===== src/rtl/fetch_stage_ctrl.sv =====
// Fetch stage controller: owns the PC and the IF/ID pipeline register,
// obeys hazard-unit write enables, applies ID-resolved redirects, and
// keeps saturating stall/flush performance counters.
module fetch_stage_ctrl #(
    parameter logic [31:0] RESET_PC  = 32'h0000_0000,
    parameter logic [31:0] NOP_INSTR = 32'h0000_0000,
    parameter int unsigned CNT_W     = 16,
    localparam int unsigned XLEN     = 32
) (
    input  logic            clk,
    input  logic            rst_n,
    input  logic            PCWrite,
    input  logic            IFIDWrite,
    input  logic            branch_taken,
    input  logic [XLEN-1:0] branch_target,
    input  logic            jump,
    input  logic [XLEN-1:0] jump_target,
    output logic [XLEN-1:0] imem_addr,
    input  logic [XLEN-1:0] imem_rdata,
    input  logic            imem_ready,
    output logic [XLEN-1:0] ifid_instr,
    output logic [XLEN-1:0] ifid_pc4,
    output logic            ifid_valid,
    output logic [CNT_W-1:0] stall_cnt,
    output logic [CNT_W-1:0] flush_cnt
);

    typedef enum logic [1:0] {
        BOOT = 2'd0,
        RUN  = 2'd1,
        WAIT = 2'd2
    } state_t;

    state_t            state_q, state_d;
    logic [XLEN-1:0]   pc_q, pc_d;
    logic [XLEN-1:0]   ifid_instr_d;
    logic [XLEN-1:0]   ifid_pc4_d;
    logic              ifid_valid_d;
    logic [CNT_W-1:0]  stall_cnt_d;
    logic [CNT_W-1:0]  flush_cnt_d;

    logic              redirect;
    logic              redirect_applied;
    logic [XLEN-1:0]   target;
    logic [XLEN-1:0]   pc_plus4;
    logic              fetch_done;

    // The fetch address is the PC register itself.
    assign imem_addr = pc_q;

    // Next-state, PC, IF/ID and counter logic.
    always_comb begin
        state_d      = state_q;
        pc_d         = pc_q;
        ifid_instr_d = ifid_instr;
        ifid_pc4_d   = ifid_pc4;
        ifid_valid_d = ifid_valid;
        stall_cnt_d  = stall_cnt;
        flush_cnt_d  = flush_cnt;

        redirect         = jump | branch_taken;
        target           = jump ? jump_target : branch_target;
        // A redirect seen while PC is frozen is re-presented by ID later.
        redirect_applied = redirect & PCWrite;
        pc_plus4         = pc_q + XLEN'(4);
        fetch_done       = imem_ready && (state_q != BOOT);

        unique case (state_q)
            BOOT: state_d = RUN;
            RUN: begin
                if (!imem_ready && !redirect_applied) state_d = WAIT;
            end
            WAIT: begin
                if (imem_ready || redirect_applied) state_d = RUN;
            end
            default: state_d = BOOT;
        endcase

        if (!PCWrite) begin
            pc_d = pc_q;
        end else if (redirect) begin
            pc_d = target;
        end else if (fetch_done) begin
            pc_d = pc_plus4;
        end

        if (!IFIDWrite) begin
            ifid_instr_d = ifid_instr;
        end else if (redirect_applied) begin
            ifid_instr_d = NOP_INSTR;
            ifid_valid_d = 1'b0;
        end else if (fetch_done) begin
            ifid_instr_d = imem_rdata;
            ifid_pc4_d   = pc_plus4;
            ifid_valid_d = 1'b1;
        end else begin
            ifid_instr_d = NOP_INSTR;
            ifid_valid_d = 1'b0;
        end

        if (!PCWrite && (stall_cnt != '1)) begin
            stall_cnt_d = stall_cnt + CNT_W'(1);
        end
        if (redirect_applied && (flush_cnt != '1)) begin
            flush_cnt_d = flush_cnt + CNT_W'(1);
        end
    end

    // State, PC, IF/ID and counter registers.
    always_ff @(posedge clk or negedge rst_n) begin
        if (!rst_n) begin
            state_q    <= BOOT;
            pc_q       <= RESET_PC;
            ifid_instr <= NOP_INSTR;
            ifid_pc4   <= '0;
            ifid_valid <= 1'b0;
            stall_cnt  <= '0;
            flush_cnt  <= '0;
        end else begin
            state_q    <= state_d;
            pc_q       <= pc_d;
            ifid_instr <= ifid_instr_d;
            ifid_pc4   <= ifid_pc4_d;
            ifid_valid <= ifid_valid_d;
            stall_cnt  <= stall_cnt_d;
            flush_cnt  <= flush_cnt_d;
        end
    end

endmodule

===== config.mk =====
export PLATFORM = sky130hd
export DESIGN_NAME = fetch_stage_ctrl
export DESIGN_NICKNAME = d
export VERILOG_FILES = /design/src/rtl/fetch_stage_ctrl.sv
export SDC_FILE = /design/constraint.sdc
export NUM_CORES = 1
export LEC_CHECK = 0
export BUFFER_PORTS_ARGS = -buffer_cell sky130_fd_sc_hd__clkbuf_2
export CAP_MARGIN = 20
export CORE_AREA = 2 2 146 148
export CTS_BUF_LIST = sky130_fd_sc_hd__clkbuf_8
export DETAILED_ROUTE_END_ITERATION = 10
export DIE_AREA = 0 0 148 150
export GPL_TIMING_DRIVEN = 0
export PLACE_DENSITY = 0.57
export SLEW_MARGIN = 25
export SYNTH_ARGS = -nofsm -noshare
export SYNTH_HDL_FRONTEND = slang
export SYNTH_SLANG_ARGS = --single-unit

===== constraint.sdc =====
create_clock -name clk -period 4.3 [get_ports clk]
set_input_delay 0.215 -clock clk [delete_from_list [all_inputs] [get_ports clk]]
set_output_delay 0.215 -clock clk [all_outputs]
set_load 0.1 [all_outputs]

==> metrics.cfg, run 1 <==
[outcome]
outcome = complete, no violations

[logic_synthesis]
yosysTopAreaCellShare_pct = 46.27
synth_fp_nets = 904
synth_seq_cells = 131
ys_top_cells_by_area = dfrtp_1 (46%), nand2_1 (5.7%), o21ai_0 (4.8%), nand3_1 (3.1%), xor2_1 (3.1%)
synth_edf_count = 0
synth.distinct_cells = 63
yosysWarnings = 0
synth-seq-area-share_pct = 46.27
syn_avg_cell_area_um2 = 8.878
postSynth.asyncResetShare_pct = 100.0
synth_top_area_cell = dfrtp_1
netlist_area_um2 = 7084
netlist_instances = 798
yosys_most_used_dff = dfrtp_1

[layout]
final_nets = 1188
drive_gt1_share_pct = 26.85
area_growth_pct = 32.39
final_cell_mix = clkbuf_2 (231), dfrtp_1 (131), nand2_1 (107), o21ai_0 (68), nand3_1 (44)
stdcell_count = 1370
final_common_cell = clkbuf_2
antenna_cells = 0

[die]
die-width_um = 148
start_util_pct = 34.24
ioPinCount = 232
core_um2 = 20690
rows = 53
die_h_um = 150
die_area_um2 = 22200

[worst_hold_path]
hold-path-cell-count = 3
hold_path_class = primary input to flop

[clocking]
cts_tree = built
cts_max_level = 4
clk_latency_ns = 0.45
cts_made_buffers = 17
clk_pin_slew_worst_paths_ns = 0.09
cts_resized = 0
cts_root_buf = clkbuf_8
cts.sinks = 131
clock_path_buffers = 2

[route]
route.detailed.drc = 0
first_iter_violations = 590
dr.pass1.iters = 6
vias = 7243
detail-route-antenna-nets = 0
vias_per_cell = 5.287
wl_per_cell_um = 18.24
drt_wl_total_mm = 24.99

[place]
dpl.hpwl_mm = 17.81
place_ws_ns = 1.661
gp_congestion = 0.8853
dpl.cell_count = 1305
portBuffers = 230

[global_route]
grt_max_degree = 72
grt_pass1_wl_mm = 38.31
antenna_found_initial = 0
grt_pass1_vias = 6811
grtUsageTotal_pct = 22.24
overflow = 0

[sta]
clock-skew-final_ns = 0.01309
tightest_slew_ns = 0.9661
tns_ns = 0
relSlewSlack_pct = 35.00
drv_slew = 0
final-hold-violation-count = 0
min_period_ns = 2.585
setup_slack_ns = 1.715
hold-worst-slack_ns = 0.01347
setup_violations = 0
rsz0062_at_grt = false
timing.fmax_ghz = 0.3869
fin_crit_sh_pct = 60.11

[worst_setup_path]
criticalPathCategory = flop to flop
cp_max_fo = 10
r2r_cells = 5
start_kind = flop
arrival_ns = 2.88
endpoint_kind = flop
crit_required_ns = 4.60

[power_and_ir_drop]
p_per_area_nw_per_um2 = 635.5
total_power_mw = 5.960
leakage_nw = 4.241
peakVddDrop_v = 0.0004174

[run]
maxCapViolCount = 0

registers in the layout, indices dropped and copies added, names as in the netlist:
register / count
flush_cnt: 16
stall_cnt: 16
ifid_valid: 1
state_q: 2
imem_addr: 32
ifid_instr: 32
ifid_pc4: 32
layout make-up:
type                            count  area (um2)
Timing Repair Buffer              265        1523
Inverter                           43       161.4
Clock inverter                     15       181.4
Clock buffer                       17       234.0
Multi-Input combinational cell    562        3392
Buffer                             62       265.3
Tap cell                          275       344.1
Fill cell                        2064       11310
Sequential cell                   131        3278
path summary, 6_finish.rpt:
kind | startpoint | end | slack (ns)
min | imem_rdata[15] | ifid_instr[15] | 0.01
min in group asynchronous | rst_n | imem_addr[4] | 0.28
max reg2reg | state_q[0] | ifid_valid | 1.72
max | state_q[0] | ifid_valid | 1.72
min reg2reg | ifid_pc4[3] | ifid_pc4[3] | 0.48
max in group asynchronous | rst_n | flush_cnt[13] | 3.25
what timing repair did:
item                      CTS  global route
hold buffers               33             0
hold endpoints to repair   92             0
buffers inserted            0             0
layer usage:
layer | global-route usage [%] | wire length [um]
met1 | 30.53 | 10980
met2 | 34.70 | 11490
met3 | 5.579 | 2031
met4 | 6.714 | 483
met5 | 0 | 0
report_power, final:
group	total [mW]	switching [mW]	internal, mW
logic	3.07	2.57	0.492
clock network	1.12	0.540	0.579
registers	1.77	0.277	1.50
Yosys cell counts (all sizes together), types with 4 or more instances:
library cell / number
xnor2: 12
o311ai: 7
nand4: 35
o211ai: 15
nand2: 107
a22o: 14
xor2: 25
nand3: 44
or3: 11
a22oi: 4
o31a: 4
and4: 5
o31ai: 7
nor2: 39
and2: 4
buf: 18
nor4: 17
and3: 7
clkbuf: 44
mux2i: 11
a21oi: 26
o2bb2ai: 7
nor3: 19
a31oi: 10
dfrtp: 131
inv: 43
or4: 19
o21ai: 69
mux2: 4
kinds of logic (layout without fill, tap and decap cells):
family / Yosys count / after routing / share of synthesized area, %
AO/OA/AOI/OAI: 183 / 183 / 16.80
XOR/XNOR: 37 / 37 / 4.574
adder cells (fa/ha/maj): 4 / 4 / 0.6712
buffers and inverters: 105 / 402 / 6.022
flip-flops: 131 / 131 / 46.27
multiplexers: 15 / 15 / 2.190
AND/OR/NAND/NOR: 323 / 323 / 23.47
critical path: stages (launching register included):
cell,delay [ns]
dfrtp_1,0.42
o211ai_1,0.42
nand2b_1,0.23
clkbuf_1,0.59
clkbuf_1,0.61
o21ai_0,0.18
metrics by stage:
stage | utilization, % | instance area [um2]
4_1_cts | 45.30 | 9373
2_1_floorplan | - | 7084
6_report | 45.33 | 9379
3_5_place_dp | 41.70 | 8627
5_1_grt | 45.33 | 9379
3_3_place_gp | 41.47 | 8579
Power figures use the tool's default switching activity.
==> run 2: changes to the inputs <==
clock period = 2.6 ns   (was 4.3 ns; I/O delays follow)
==> run 2 against run 1 <==
Effect of this change: critical path depth up 2; maximum frequency up 7.0%; sequential share of layout area down 0.42 points; core utilization up 0.88 points; count of clock-buffer cells in the layout unchanged; clock skew about the same; cell area up 1.9%; register-to-register slack worse by 1.5 ns; critical endpoint is now imem_addr[23]; largest cell class unchanged.
==> metrics.cfg, run 2 (same netlist as run 1, synthesis figures left out) <==
[outcome]
outcome = complete, no violations

[die]
die_area_um2 = 22200
rows = 53
die-width_um = 148
ioPinCount = 232
core_um2 = 20690
die_h_um = 150
start_util_pct = 34.24

[global_route]
grt_max_degree = 71
grt_pass1_wl_mm = 39.47
overflow = 0
antenna_found_initial = 1
grt_pass1_vias = 7189
grtUsageTotal_pct = 22.70

[clocking]
cts_max_level = 4
cts_made_buffers = 17
cts_tree = built
cts.sinks = 131
clock_path_buffers = 2
cts_root_buf = clkbuf_8
clk_latency_ns = 0.45
clk_pin_slew_worst_paths_ns = 0.08

[run]
maxCapViolCount = 0

[route]
route.detailed.drc = 0
detail-route-antenna-nets = 0
first_iter_violations = 358
vias_per_cell = 5.253
wl_per_cell_um = 18.03
dr.pass1.iters = 5
vias = 7286
drt_wl_total_mm = 25.01

[place]
dpl.hpwl_mm = 18.03
portBuffers = 230
gp_congestion = 0.8734
place_ws_ns = 0.08608

[sta]
fin_crit_sh_pct = 92.89
tns_ns = 0
drv_slew = 0
relSlewSlack_pct = 30.25
clock-skew-final_ns = 0.01309
tightest_slew_ns = 1.037
setup_violations = 0
rsz0062_at_grt = false
timing.fmax_ghz = 0.4141
final-hold-violation-count = 0
min_period_ns = 2.415
setup_slack_ns = 0.1849

[layout]
nFillCells = 2047
final_common_cell = clkbuf_2
final_cell_mix = clkbuf_2 (231), dfrtp_1 (112), nand2_1 (107), o21ai_0 (68), dlygate4sd3_1 (49)
multi_input_area_um2 = 3398
seqCellArea_um2 = 3302
drive_gt1_share_pct = 27.99
final_nets = 1204
area_growth_pct = 34.97

[worst_hold_path]
hold_path_class = primary input to flop
hold-path-endpoint = imem_addr[5]
hold_path.startpoint = jump_target[5]
hold-path-cell-count = 3

[worst_setup_path]
r2r_cells = 7
criticalPathCategory = flop to flop
r2r-start = imem_addr[4]
crit_required_ns = 2.91
endpoint_kind = flop
cp_max_fo = 10
timing.rr.end = imem_addr[23]
start_kind = flop
r2r_setup_slack_ns = 0.18
critPathLaunch = imem_addr[4]
arrival_ns = 2.73

[power_and_ir_drop]
peakVddDrop_v = 0.0007468
p_per_area_nw_per_um2 = 1031
leakage_nw = 4.282

-- run 2: layout make-up --
cell class	count	area share (%)
Tap cell	275	3.599
Multi-Input combinational cell	562	35.54
Clock inverter	15	1.767
Antenna cell	1	0.02617
Sequential cell	131	34.53
Inverter	43	1.688
Buffer	62	2.774
Clock buffer	17	2.447
Timing Repair Buffer	281	17.63
-- run 2: how the worst max path moves through the flow --
| stage | end | slack [ns] |
|---|---|---|
| finish | imem_addr[23] | 0.18 |
| global route | imem_addr[9] | 0.02 |
| floorplan | flush_cnt[1] | 0.002 |
| global placement | imem_addr[13] | -1.22 |
| detailed placement | imem_addr[28] | 0.09 |
| CTS | imem_addr[28] | 0.07 |
-- run 2: stage by stage --
| stage | cell area (um2) | power, mW | cells | hold WS (ns) | utilization (%) |
|---|---|---|---|---|---|
| 3_3_place_gp | 8603 | 7.993 | 1303 | 0.3438 | 41.58 |
| 6_report | 9562 | 9.859 | 1387 | 0.02301 | 46.21 |
| 3_5_place_dp | 8652 | 8.022 | 1304 | 0.1500 | 41.82 |
| 5_1_grt | 9562 | 10.34 | 1387 | 0.02669 | 46.21 |
| 2_1_floorplan | 7108 | 6.987 | 798 | -0.1656 | - |
| 4_1_cts | 9545 | 9.917 | 1385 | 0.001356 | 46.14 |
-- run 2: power by group --
| group | internal (mW) | total, mW | switching, mW |
|---|---|---|---|
| clock | 0.940 | 1.81 | 0.871 |
| sequential | 2.49 | 2.96 | 0.467 |
| combinational | 0.835 | 5.09 | 4.26 |
-- run 2: worst max-delay path, cell delays in order (launching register included) --
cell      delay [ns]
dfrtp_2         0.36
buf_2           0.23
nand4_4         0.22
or4_1           0.56
clkbuf_1        0.22
buf_2           0.25
o311ai_0        0.32
nand4_1         0.12
-- run 2: repair_timing --
action / CTS / global route
setup buffers: 0 / 1
gates resized for setup: 0 / 2
hold buffers: 49 / 0
endpoints found under the setup margin: 0 / 11
hold endpoints to repair: 103 / 0
-- run 2: metal layers --
metal / vias up / GRT usage, % / share of wire [%]
li1: 3502 / - / -
met1: 3465 / 30.94 / 46
met2: 283 / 36.50 / 46
met3: 36 / 4.116 / 6.1
met4: 0 / 7.619 / 2.1
met5: - / 0 / 0
==> run 3: changes to the inputs <==
CORE_AREA = 2 2 135 137   (was 2 2 146 148)
DIE_AREA = 0 0 137 139   (was 0 0 148 150)
PLACE_DENSITY = 0.65   (was 0.57)
==> run 3 against run 2 <==
Effect of this change: sequential share of layout area increased by 0.43 points; largest power group unchanged; clock skew is 0.0023 ns higher; core utilization grew 7.3 points; register-to-register slack got worse by 0.13 ns; flip-flop and latch count unchanged; via count up 1.6%; total power down 2.2%; maximum frequency fell by 4.9%; largest cell class unchanged; cell area down 1.2%.
==> metrics.cfg, run 3 (same netlist as run 1, synthesis figures left out) <==
[outcome]
outcome = complete, no violations

[sta]
clock-skew-final_ns = 0.01536
fin_crit_sh_pct = 97.70
tightest_slew_ns = 1.047
timing.fmax_ghz = 0.3937
final-hold-violation-count = 0
rsz0062_at_grt = false
tns_ns = 0
relSlewSlack_pct = 29.56
hold-worst-slack_ns = 0.02418
min_period_ns = 2.540
setup_violations = 0
drv_slew = 0

[power_and_ir_drop]
power.share.clock_pct = 16.6
power.internal_mw = 4.125
peakVddDrop_v = 0.001203
combinationalPowerShare_pct = 52.8
p_per_area_nw_per_um2 = 1021
leakage_nw = 4.271
seqPwrFrac_pct = 30.7
sw_frac_of_total_pct = 57.21
netSwitchingPower_mw = 5.516

[route]
wl_per_cell_um = 18.20
m1WireLength_mm = 10.50
vias_per_cell = 5.533
dr_wl_met2_mm = 11.19
top_layer_used = met4
drt_wl_total_mm = 24.35
wl_met3_mm = 2.175
vias = 7403
first_iter_violations = 531
route.detailed.drc = 0
detail-route-antenna-nets = 0
dr.pass1.iters = 7

[worst_setup_path]
cpPeakStageDelay_ns = 0.65
crit_chain = o211ai_1 > nand2_1 > clkbuf_1 > mux2i_1 > nand3_1
crit_required_ns = 2.90
critPathLaunch = state_q[0]
endpoint_kind = flop
r2r-start = state_q[0]
cp.depth = 5
start_kind = flop
slowest_stage = o211ai_1
cp.buffers_inverters = 1
criticalPathCategory = flop to flop
crit_family = compound AO/OA/AOI/OAI gates
r2r_cells = 5
cp_max_fo = 10
arrival_ns = 2.84

[clocking]
clk_latency_ns = 0.44
clock_path_buffers = 2
cts.sinks = 131
cts_max_level = 4
post_cts_buffers = 0
clk_pin_slew_worst_paths_ns = 0.08
cts_tree = built
cts_made_buffers = 17
cts_root_buf = clkbuf_8

[layout]
drive_gt1_share_pct = 27.59
finish.utilization_pct = 53.49
final_nets = 1203
nFillCells = 1663
antenna_cells = 0
final_common_cell = clkbuf_2
seqCellArea_um2 = 3302
stdcell_count = 1338
final_cell_mix = clkbuf_2 (231), dfrtp_1 (112), nand2_1 (107), o21ai_0 (68)
multi_input_area_um2 = 3398
area_growth_pct = 33.31
fin_area_um2 = 9444

[worst_hold_path]
hold-path-cell-count = 3
hold_path.startpoint = jump_target[9]
hold_path_class = primary input to flop

[die]
die-width_um = 137
die_h_um = 139
core_um2 = 17660
start_util_pct = 40.12
rows = 49
die_area_um2 = 19040
ioPinCount = 232

[global_route]
grt_pass1_wl_mm = 38.14
antenna_found_initial = 0
grt_max_degree = 69
overflow = 0
grtUsageTotal_pct = 25.57
grt_pass1_vias = 7118

[place]
dpl.hpwl_mm = 17.21
portBuffers = 230
gp_congestion = 0.9269
postPlaceCellArea_um2 = 8594
dpl.cell_count = 1258

[run]
maxCapViolCount = 0

## run 3: area by class of cell
| class | count | share of cell area, % |
|---|---|---|
| multi-input combinational | 562 | 35.98 |
| sequential | 131 | 34.96 |
| timing repair buffer | 280 | 17.77 |
| tap | 229 | 3.034 |
| clock buffer | 20 | 2.915 |
| buffer | 62 | 2.809 |
| inverter | 43 | 1.709 |
| clock inverter | 11 | 0.8214 |
## run 3: routing by layer
layer  track usage [%]  vias to the layer above
met5                 0                        -
met1             35.09                     3532
met3             5.190                       34
met2             40.09                      341
li1                  -                     3496
met4             8.844                        0
## run 3: timing repair
| item | CTS | global route |
|---|---|---|
| resized for setup | 0 | 1 |
| hold endpoints to repair | 106 | 0 |
| hold buffers | 49 | 0 |
| endpoints found under the setup margin | 0 | 1 |
## run 3: power by group through the flow
stage | Clock, mW | Sequential (mW) | Combinational, mW
after detailed placement | 0 | 2.99 | 5.03
after global placement | 0 | 2.97 | 5.00
after global routing | 1.72 | 3.03 | 5.30
after CTS | 1.63 | 2.95 | 5.09
final | 1.60 | 2.96 | 5.09
after floorplan | 0 | 6.05 | 0.934
## run 3: path summary, 6_finish.rpt
kind                            endpoint  slack (ns)
min reg2reg                  ifid_pc4[3]        0.48
max in group asynchronous   imem_addr[5]        1.59
max reg2reg                imem_addr[28]        0.06
min in group asynchronous  ifid_instr[0]        0.23
min                         imem_addr[9]        0.02
max                        imem_addr[28]        0.06
## run 3: tightest hold or removal path, delay by kind of cell
kind,cells,cell delay [ns]
AO/OA/AOI/OAI,2,0.22
buffers and inverters,1,0.08
## run 3: stage by stage
stage / worst slack, ns / total power [mW]
after floorplan: 0.002317 / 6.987
after global placement: -1.123 / 7.971
after detailed placement: 0.1677 / 8.011
after CTS: 0.1232 / 9.670
after global routing: 0.006535 / 10.06
final: 0.05982 / 9.642
